`config.mk`:
```
export PLATFORM = sky130hd
export DESIGN_NAME = uart_cmd_interface
export DESIGN_NICKNAME = d
export VERILOG_FILES = /design/src/rtl/uart_cmd_interface.sv
export SDC_FILE = /design/constraint.sdc
export NUM_CORES = 1
export LEC_CHECK = 0
export ABC_AREA = 1
export CAP_MARGIN = 20
export CORE_UTILIZATION = 50
export DETAILED_ROUTE_END_ITERATION = 8
export PLACE_DENSITY = 0.86
export SYNTH_ARGS = -nofsm -noshare
export SYNTH_HDL_FRONTEND = slang
export SYNTH_SLANG_ARGS = --single-unit
```
`constraint.sdc`:
```
create_clock -name clk -period 4 [get_ports clk]
set_clock_uncertainty 0.15 [all_clocks]
set_input_delay 0.8 -clock clk [delete_from_list [all_inputs] [get_ports clk]]
set_output_delay 0.8 -clock clk [all_outputs]
set_load 0.1 [all_outputs]
```
`src/rtl/uart_cmd_interface.sv`:
```
// Byte-level command parser between a UART and an ALU: tag/payload framing with
// payload timeout, error reporting, configurable result latency and TX handshake.
module uart_cmd_interface #(
    parameter int                 NB_DATA    = 8,
    parameter int                 NB_OP      = 6,
    parameter logic [NB_DATA-1:0] TAG_A      = 8'h08,
    parameter logic [NB_DATA-1:0] TAG_B      = 8'h10,
    parameter logic [NB_DATA-1:0] TAG_OP     = 8'h20,
    parameter int                 NB_TIMER   = 16,
    parameter int                 TIMEOUT    = 50000,
    parameter int                 RESULT_LAT = 0
) (
    input  logic               clk,
    input  logic               i_rst,
    input  logic [NB_DATA-1:0] i_rx,
    input  logic               i_rxDone,
    input  logic               i_txDone,
    output logic               o_tx_start,
    output logic [NB_DATA-1:0] o_data,
    output logic [NB_DATA-1:0] o_datoA,
    output logic [NB_DATA-1:0] o_datoB,
    output logic [NB_OP-1:0]   o_operation,
    output logic               o_valid,
    input  logic [NB_DATA-1:0] i_result,
    output logic               o_busy,
    output logic               o_err,
    output logic [1:0]         o_err_code
);

    localparam logic [NB_TIMER-1:0] TIMER_MAX = NB_TIMER'(TIMEOUT - 1);
    localparam logic [3:0]          LAT_MAX   = 4'(RESULT_LAT);
    localparam logic [1:0] ERR_TAG     = 2'b01;
    localparam logic [1:0] ERR_TIMEOUT = 2'b10;
    localparam logic [1:0] ERR_OVERRUN = 2'b11;
    localparam logic [1:0] SEL_A  = 2'd0;
    localparam logic [1:0] SEL_B  = 2'd1;
    localparam logic [1:0] SEL_OP = 2'd2;

    typedef enum logic [2:0] {IDLE, PAYLOAD, EXEC, SEND, WAIT_TX} state_t;

    state_t               state_reg, state_next;
    logic [1:0]           tag_reg, tag_next;
    logic [NB_TIMER-1:0]  timer_reg, timer_next;
    logic [3:0]           lat_reg, lat_next;
    logic                 tx_start_reg, tx_start_next;
    logic [NB_DATA-1:0]   data_reg, data_next;
    logic [NB_DATA-1:0]   dato_a_reg, dato_a_next;
    logic [NB_DATA-1:0]   dato_b_reg, dato_b_next;
    logic [NB_OP-1:0]     operation_reg, operation_next;
    logic                 valid_reg, valid_next;
    logic                 busy_reg, busy_next;
    logic                 err_reg, err_next;
    logic [1:0]           err_code_reg, err_code_next;

    logic is_tag;
    logic timer_expired;
    logic lat_done;
    logic [1:0] rx_sel;

    assign is_tag        = (i_rx == TAG_A) || (i_rx == TAG_B) || (i_rx == TAG_OP);
    assign rx_sel        = (i_rx == TAG_A) ? SEL_A : ((i_rx == TAG_B) ? SEL_B : SEL_OP);
    assign timer_expired = (timer_reg == TIMER_MAX);
    assign lat_done      = (lat_reg == LAT_MAX);

    always_ff @(posedge clk or posedge i_rst) begin
        if (i_rst) begin
            state_reg <= IDLE;
        end else begin
            state_reg <= state_next;
        end
    end

    always_comb begin
        state_next = state_reg;
        case (state_reg)
            IDLE: begin
                if (i_rxDone && is_tag) state_next = PAYLOAD;
            end
            PAYLOAD: begin
                if (i_rxDone) state_next = (tag_reg == SEL_OP) ? EXEC : IDLE;
                else if (timer_expired) state_next = IDLE;
            end
            EXEC: begin
                if (lat_done) state_next = SEND;
            end
            SEND:    state_next = WAIT_TX;
            WAIT_TX: begin
                if (i_txDone) state_next = IDLE;
            end
            default: state_next = IDLE;
        endcase
    end

    always_comb begin
        tag_next       = tag_reg;
        timer_next     = timer_reg;
        lat_next       = lat_reg;
        tx_start_next  = 1'b0;
        data_next      = data_reg;
        dato_a_next    = dato_a_reg;
        dato_b_next    = dato_b_reg;
        operation_next = operation_reg;
        valid_next     = 1'b0;
        err_next       = 1'b0;
        err_code_next  = err_code_reg;
        busy_next      = (state_next == EXEC) || (state_next == SEND) || (state_next == WAIT_TX);
        case (state_reg)
            IDLE: begin
                if (i_rxDone) begin
                    if (is_tag) begin
                        tag_next   = rx_sel;
                        timer_next = '0;
                    end else begin
                        err_next      = 1'b1;
                        err_code_next = ERR_TAG;
                    end
                end
            end
            PAYLOAD: begin
                // A payload byte always wins over a simultaneous timer expiry.
                if (i_rxDone) begin
                    case (tag_reg)
                        SEL_A:   dato_a_next = i_rx;
                        SEL_B:   dato_b_next = i_rx;
                        default: begin
                            operation_next = i_rx[NB_OP-1:0];
                            valid_next     = 1'b1;
                            lat_next       = '0;
                        end
                    endcase
                end else if (timer_expired) begin
                    err_next      = 1'b1;
                    err_code_next = ERR_TIMEOUT;
                end else begin
                    timer_next = timer_reg + 1'b1;
                end
            end
            EXEC: begin
                if (lat_done) begin
                    data_next     = i_result;
                    tx_start_next = 1'b1;
                end else begin
                    lat_next = lat_reg + 1'b1;
                end
            end
            default: ;
        endcase
        if ((state_reg == EXEC || state_reg == SEND || state_reg == WAIT_TX) && i_rxDone) begin
            err_next      = 1'b1;
            err_code_next = ERR_OVERRUN;
        end
    end

    always_ff @(posedge clk or posedge i_rst) begin
        if (i_rst) begin
            tag_reg       <= SEL_A;
            timer_reg     <= '0;
            lat_reg       <= '0;
            tx_start_reg  <= 1'b0;
            data_reg      <= '0;
            dato_a_reg    <= '0;
            dato_b_reg    <= '0;
            operation_reg <= '0;
            valid_reg     <= 1'b0;
            busy_reg      <= 1'b0;
            err_reg       <= 1'b0;
            err_code_reg  <= 2'b00;
        end else begin
            tag_reg       <= tag_next;
            timer_reg     <= timer_next;
            lat_reg       <= lat_next;
            tx_start_reg  <= tx_start_next;
            data_reg      <= data_next;
            dato_a_reg    <= dato_a_next;
            dato_b_reg    <= dato_b_next;
            operation_reg <= operation_next;
            valid_reg     <= valid_next;
            busy_reg      <= busy_next;
            err_reg       <= err_next;
            err_code_reg  <= err_code_next;
        end
    end

    assign o_tx_start  = tx_start_reg;
    assign o_data      = data_reg;
    assign o_datoA     = dato_a_reg;
    assign o_datoB     = dato_b_reg;
    assign o_operation = operation_reg;
    assign o_valid     = valid_reg;
    assign o_busy      = busy_reg;
    assign o_err       = err_reg;
    assign o_err_code  = err_code_reg;

endmodule

```
== After elaboration in Yosys (flattened, before gate mapping) ==
Cells that the tools add are included.

* $add $sub $neg: 2
* Equality and inequality tests: 24
* Multiplexer cells: 35
* Bitwise operators: 1
* Reduce and logical (&&, ||, !) cells: 23

{| class="wikitable"
|+ Operator list
! cell !! number
|-
| 16-bit two-way mux || 4
|-
| 16-bit case mux with 2 select lines || 1
|-
| 16-bit by 1-bit adder with 16-bit output (second input constant) || 1
|-
| 16-bit equality test (second input constant) || 1
|-
| 2-bit two-way mux || 8
|-
| 3-bit two-way mux || 5
|-
| 3-bit case mux with 5 select lines || 1
|-
| 2-bit inequality test (second input constant) || 7
|-
| 3-bit by 2-bit equality test with 1-bit output (second input constant) || 4
|-
| 4-bit two-way mux || 3
|-
| 3-bit inequality test (second input constant) || 4
|-
| 3-bit AND reduction || 4
|-
| 1-bit two-way mux || 10
|-
| 5-bit AND reduction || 2
|-
| 8-bit by 4-bit equality test with 1-bit output (second input constant) || 1
|-
| 8-bit by 5-bit equality test with 1-bit output (second input constant) || 1
|-
| 8-bit by 6-bit equality test with 1-bit output (second input constant) || 1
|-
| 4-bit case mux with 2 select lines || 1
|-
| 3-bit equality test (second input constant) || 2
|-
| 1-bit logical OR || 6
|-
| 4-bit by 1-bit adder with 4-bit output (second input constant) || 1
|-
| 4-bit zero test || 1
|-
| 2-bit case mux with 2 select lines || 1
|-
| 4-bit AND reduction || 1
|-
| other kinds (12) || 14
|}

* Register bits after elaboration: 61
* Output and inout bits: 36
* Logic and storage cells: 98

== Logic depth before layout (Yosys ltp) ==
Gate-level depths: netlist of run 1.

* Depth in word-level cells: 9
* Depth in mapped cells: 11

== Worst setup path after synthesis of run 1 ==
No wires, ideal clock.

* Path kind: input port to flip-flop
* From: input port i_rx[0]
* To: register tag_reg[0]
* Setup time: 117 ps
* Data arrival time: 1634 ps
* Slack: 2100 ps
* Stages on the path: 10
* Buffers on the path: 0
* Path through: inv_1 nand2_1 nor2_1 nand2_1 nand3_1 nand2_1 inv_1 nand2_1 nand2_1 nand2_1

* Longest elaborated chain between the ends: 4

{| class="wikitable"
|+ Ends and longest elaborated chain
! what !! line !! text
|-
| start: declaration || 15 || <nowiki>input logic [NB_DATA-1:0] i_rx,</nowiki>
|-
| 8-bit by 4-bit equality test with 1-bit output / 8-bit by 5-bit equality test with 1-bit output (equally long branches) || 60, 61 ||
|-
| 1-bit logical OR (2 in a row) || 60 || <nowiki>assign is_tag = (i_rx == TAG_A) || (i_rx == TAG_B) || (i_rx == TAG_OP);</nowiki>
|-
| 3-bit AND reduction (no line) || -- ||
|-
| end signal: assignment || 169 || <nowiki>tag_reg <= tag_next;</nowiki>
|-
| end: declaration || 42 || <nowiki>logic [1:0] tag_reg, tag_next;</nowiki>
|}

Parallel ways exist; a longest one is shown, timed or not.
A chain may end at the register's enable or synchronous reset.

== Worst setup path in the final report of run 1 ==
* From: register dato_b_reg[3] (netlist: o_datoB[3])
* To: output port o_datoB[3]

{| class="wikitable"
|+ RTL lines
! what !! line !! text
|-
| start: declaration || 48 || <nowiki>logic [NB_DATA-1:0] dato_b_reg, dato_b_next;</nowiki>
|-
| start signal: assignment || 175 || <nowiki>dato_b_reg <= dato_b_next;</nowiki>
|-
| end: declaration || 21 || <nowiki>output logic [NB_DATA-1:0] o_datoB,</nowiki>
|}

No word-level cell between the ends.

==> results of run 1 <==
cell usage after synthesis:
master,number,area [sq um]
nand2_1,162,608.1
dfrtp_1,61,1526
nor2_1,50,187.7
inv_1,33,123.9
nand3_1,28,140.1
o21ai_0,24,120.1
nand4_1,7,43.79
clkbuf_1,4,15.01
ha_1,3,37.54
inv_2,3,11.26
o21bai_1,3,22.52
xnor2_1,3,26.28
xor2_1,3,26.28
a21oi_1,2,10.01
nand2_2,2,12.51
nor3_1,2,10.01
buf_2,1,5.000
buf_6,1,11.26
clkinv_1,1,3.750
nand2_4,1,11.26
nand3_2,1,10.01
nand3b_1,1,7.510
nand4_4,1,21.27
nor2_2,1,6.260
nor2_4,1,11.26
nor3b_1,1,7.510
o22ai_1,1,6.260
o32ai_1,1,8.760
or2_2,1,6.260
per-stage QoR:
| stage | worst slack [ns] | hold WS (ns) | power [mW] |
|---|---|---|---|
| global placement | 1.391 | 0.3127 | 0.9975 |
| floorplan | 1.537 | 0.3366 | 0.9191 |
| CTS | 1.174 | 0.3414 | 1.569 |
| detailed placement | 1.303 | 0.3188 | 1.009 |
| global route | 1.144 | 0.3472 | 1.627 |
| finish | 1.184 | 0.3355 | 1.560 |
metal layers:
metal  vias up  global-route usage, %  share of wire (%)
met3        11                  6.057                5.6
met5         -                      0                  0
met4         0                  10.18                1.6
met2        73                  38.97                 48
li1       1395                      -                  -
met1      1239                  28.04                 44
final timing paths:
path / end / slack (ns) / depth (start not counted)
max: o_datoB[3] / 1.18 / 1
min: o_data[1] / 0.34 / 2
max reg2reg: lat_reg[3] / 2.08 / 10
min reg2reg: o_data[1] / 0.34 / 2
max in group asynchronous: timer_reg[11] / 2.24 / 3
min in group asynchronous: o_data[0] / 0.58 / 2
power breakdown:
group          switching [mW]  internal [mW]  total (mW)
Combinational           0.229         0.0840       0.313
Clock                   0.256          0.307       0.563
Sequential             0.0267          0.657       0.684
kinds of logic after synthesis:
logic type                 synth area share (%)
xor gates and xnor gates                  1.730
buffers and inverters                     5.601
adders and majority gates                 1.236
AOI/OAI and AO/OA                         5.519
DFF                                       50.25
and+or+nand+nor                           35.67
cell type report:
class                           count  area (sq um)
Clock buffer                       10         137.6
Clock inverter                      6         70.07
Fill cell                         506          2019
Inverter                           37         138.9
Multi-Input combinational cell    299          1341
Sequential cell                    61          1526
Tap cell                           75         93.84
Timing Repair Buffer               56         558.0
worst register-to-register path, stage by stage (launching register included):
cell     delay, ns
dfrtp_1       0.43
inv_1         0.10
nand2_1       0.10
nor2_1        0.22
nand2_1       0.32
nand2_1       0.14
nand2_1       0.09
nand2_1       0.11
nand2_1       0.06
nand2_1       0.06
nor2_1        0.06
==> metrics.yaml, run 1 <==
outcome:
  status: "finished clean"
placed_design:
  place_hpwl_microns: 4901
  place_inst: 528
  place.gp.congestion: 0.8826
  placed_cell_area_sq_um: 3659
  portBuffers: 55
layout:
  design_area_sq_um: 3866
  layout.nets: 487
  final_common_cell: "nand2_1"
  syn2layout_area_growth_pct: 27.27
  stdcell_count: 544
  layout-drive-gt1-share_pct: 6.183
  diodes: 0
  largest_reg_flops: 16
  final_util_pct: 65.69
  final_cell_mix: "162 x nand2_1, 61 x dfrtp_1, 55 x clkdlybuf4s50_1, 50 x nor2_1, 32 x inv_1"
detailed_routing:
  drtIter0Drc: 207
  vias: 2718
  drt-pass1-iter-count: 4
  wl_per_cell_microns: 12.30
  vias_per_cell: 4.996
  antenna_left: 0
  drc: 0
  drt-total-wl_microns: 6693
floorplan:
  die_area_sq_um: 6391
  fp.coreArea_sq_um: 5886
  dieWidth_microns: 79.95
  die-height_microns: 79.95
  io_pins: 56
  start_util_pct: 51.62
  placementRows: 28
job:
  drv_cap: 0
synth:
  ys_warn_count: 0
  syn_area_per_cell_sq_um: 7.538
  ys_seq_area_share_pct: 50.25
  ys_ff_latch: 61
  synth_cells: 403
  syn-num-nets: 426
  synth_cell_types: 29
  netlist_area_sq_um: 3038
clocking:
  cts_setup_buffers: 0
  cts_made_buffers: 9
  cts.sinks: 61
  ctsRootBufferMaster: "clkbuf_8"
  cts_tree: "built"
  cts_max_level: 3
  cts-hold-fix-buffers: 0
  ctsResizeCount: 0
  cts.path.max_buffers: 2
  clock_latency_ns: 0.35
  clk_pin_slew_ns: 0.07
sta:
  rsz0062_at_grt: "false"
  layout_worst_path_cycle_share_pct: 70.40
  fin_tns_setup_ns: 0
  fmax_ghz: 0.3551
  drv_slew: 0
  fin_crit_ns: 2.816
  hold_viol: 0
  worst_slew_pin_slew_ns: 0.9956
  finalSetupViolCount: 0
  slew-limit-headroom_pct: 33.42
global_route:
  grt_max_degree: 45
  grt_pass1_wl_microns: 11280
  grt_pass1_vias: 2540
  grt_usage_pct: 23.23
  grt_overflow: 0
  antenna_found_initial: 0
critical_path:
  cp.arrival_ns: 1.87
  crit_family: "buffers and inverters"
  worstSetupPathType: "flip-flop to output pin"
  cp_cell_sequence: "clkdlybuf4s50_1"
  crit_fanout: 2
  cp-start-kind: "flip-flop"
  worstReg2RegStart: "state_reg[2]"
  crit_required_ns: 3.05
  slowest_stage: "clkdlybuf4s50_1"
  path_buf_inv: 1
  cp-end-kind: "output pin"
  critPathLaunch: "o_datoB[3]"
  critPathMaxStageDelay_ns: 1.15
power:
  powerDensity_nw_per_um2: 403.4
  leakagePower_nw: 1.860
  ir_drop_uv: 376.0
worst_hold_path:
  holdCritPathClass: "flip-flop to flip-flop"
  hp-start: "o_data[1]"
Power figures use the tool's default switching activity.
==> run 2, diff against run 1 <==
==> constraint.sdc (replaced) <==
create_clock -name clk -period 2.6 [get_ports clk]
set_clock_uncertainty 0.15 [all_clocks]
set_input_delay 0.52 -clock clk [delete_from_list [all_inputs] [get_ports clk]]
set_output_delay 0.52 -clock clk [all_outputs]
set_load 0.1 [all_outputs]
==> run 2 against run 1 <==
Sequential power is 54% higher. Total power up 45%. Register-to-register slack got worse by 1.5 ns. Combinational power up 51%. Critical path type is now flip-flop to flip-flop.
==> metrics.yaml, run 2 (same netlist as run 1, synthesis figures left out) <==
critical_path:
  critPathMaxStageDelay_ns: 0.43
  crit_family: "simple AND/OR/NAND/NOR gates"
  worstReg2RegStart: "state_reg[2]"
  cp.arrival_ns: 2.07
  worstSetupPathType: "flip-flop to flip-flop"
  r2r-end: "lat_reg[2]"
  crit_fanout: 13
  rr_worst_depth: 10
  path_buf_inv: 1
  r2r_setup_slack_ns: 0.61
  cp_cell_sequence: "inv_1 > nand2_1 > nor2_1 > nand2_1 > nand2_1 > nand2_1 > nand2_1 > nand2_1 > nand2_1 > nor2_1"
  crit_required_ns: 2.69
  critPathLaunch: "state_reg[2]"
  cp-end-kind: "flip-flop"
  crit_top_cell: "nand2_1"
  slowest_stage: "dfrtp_1"
  cp-start-kind: "flip-flop"
sta:
  rsz0062_at_grt: "false"
  fin_hold_ws_ns: 0.3315
  slew-limit-headroom_pct: 69.67
  worst_slew_pin_slew_ns: 0.4538
  layout_worst_path_cycle_share_pct: 76.38
  hold_viol: 0
  finalSetupViolCount: 0
  fin_tns_setup_ns: 0
  fin_ws_ns: 0.6141
  fin_crit_ns: 1.986
  fmax_ghz: 0.5036
  drv_slew: 0
floorplan:
  io_pins: 56
  placementRows: 28
  die_area_sq_um: 6391
  die-height_microns: 79.95
  dieWidth_microns: 79.95
  start_util_pct: 51.62
  fp.coreArea_sq_um: 5886
outcome:
  status: "finished clean"
clocking:
  cts.path.max_buffers: 2
  cts_setup_buffers: 0
  cts_max_level: 3
  cts_made_buffers: 9
  cts-hold-fix-buffers: 0
  cts.sinks: 61
  cts_tree: "built"
  ctsRootBufferMaster: "clkbuf_8"
  clk_pin_slew_ns: 0.08
  ctsResizeCount: 0
  clock_latency_ns: 0.34
detailed_routing:
  vias: 2817
  vias_per_cell: 5.159
  drt-total-wl_microns: 7002
  drtIter0Drc: 262
  drc: 0
  wl_per_cell_microns: 12.82
  antenna_left: 0
  drt-pass1-iter-count: 4
worst_hold_path:
  holdPathStages: 2
  hp-start: "o_data[6]"
  holdCritPathClass: "flip-flop to flip-flop"
  hold_end: "o_data[6]"
placed_design:
  pre_cts_ws_ns: 0.2611
  place_hpwl_microns: 5166
  portBuffers: 55
  place.gp.congestion: 0.9236
  placed_cell_area_sq_um: 3583
  place_inst: 530
power:
  power_mw: 2.268
  ir_drop_uv: 499.0
  leakagePower_nw: 1.907
  powerDensity_nw_per_um2: 603.6
global_route:
  grt_max_degree: 35
  antenna_found_initial: 0
  grt_pass1_wl_microns: 11760
  grt_pass1_vias: 2673
  grt_overflow: 0
  grt_usage_pct: 23.87
layout:
  multi_input_area_sq_um: 1341
  layout.nets: 489
  final_util_pct: 63.84
  layout-drive-gt1-share_pct: 14.23
  design_area_sq_um: 3757
  syn2layout_area_growth_pct: 23.68
  largest_reg_flops: 16
  seq_area_sq_um: 1526
  n_fill_cell: 512
  final_common_cell: "nand2_1"
  final_cell_mix: "162 x nand2_1, 61 x dfrtp_1, 50 x nor2_1, 39 x buf_4, 32 x inv_1"
  diodes: 0
  stdcell_count: 546
job:
  drv_cap: 0
[run 2: cell count changes in the layout (fill, tap and decap cells not counted)]
cell,previous run,this run
clkinv_4,1,0
clkdlybuf4s50_1,55,19
bufinv_16,1,0
clkinv_2,0,2
buf_4,1,39
inv_6,1,2
clkbuf_8,10,9
[run 2: cell type report]
class | count | share of cell area [%]
Clock inverter | 7 | 1.332
Multi-Input combinational cell | 299 | 35.70
Tap cell | 75 | 2.498
Timing Repair Buffer | 58 | 12.85
Inverter | 37 | 3.696
Clock buffer | 9 | 3.297
Sequential cell | 61 | 40.63
[run 2: report_power, final]
group / internal, mW / switching (mW)
sequential: 1.01 / 0.0397
combinational: 0.119 / 0.353
clock: 0.348 / 0.397
total: 1.48 / 0.790
[run 2: worst max-delay path by stage]
stage / to / depth (start not counted) / slack [ns]
floorplan: lat_reg[0] / 1 / 0.42
global placement: timer_reg[13] / 10 / 0.34
detailed placement: timer_reg[13] / 10 / 0.26
CTS: lat_reg[2] / 10 / 0.61
global route: lat_reg[2] / 10 / 0.36
finish: lat_reg[2] / 10 / 0.61
[run 2: worst reg2reg max path: cells and delay by family, from the launching register on]
kind / cells / cell delay, ns
flip-flops: 1 / 0.43
buffers and inverters: 1 / 0.10
AND/OR/NAND/NOR: 9 / 1.20
[run 2: layer usage]
layer,part of all wire (%),wire [microns],GRT usage [%],vias up
met4,1.1,78,11.43,0
met1,45,3151,29.05,1348
li1,-,-,-,1396
met5,0,0,0,-
met2,50,3478,41.20,65
met3,4.2,294,3.657,8
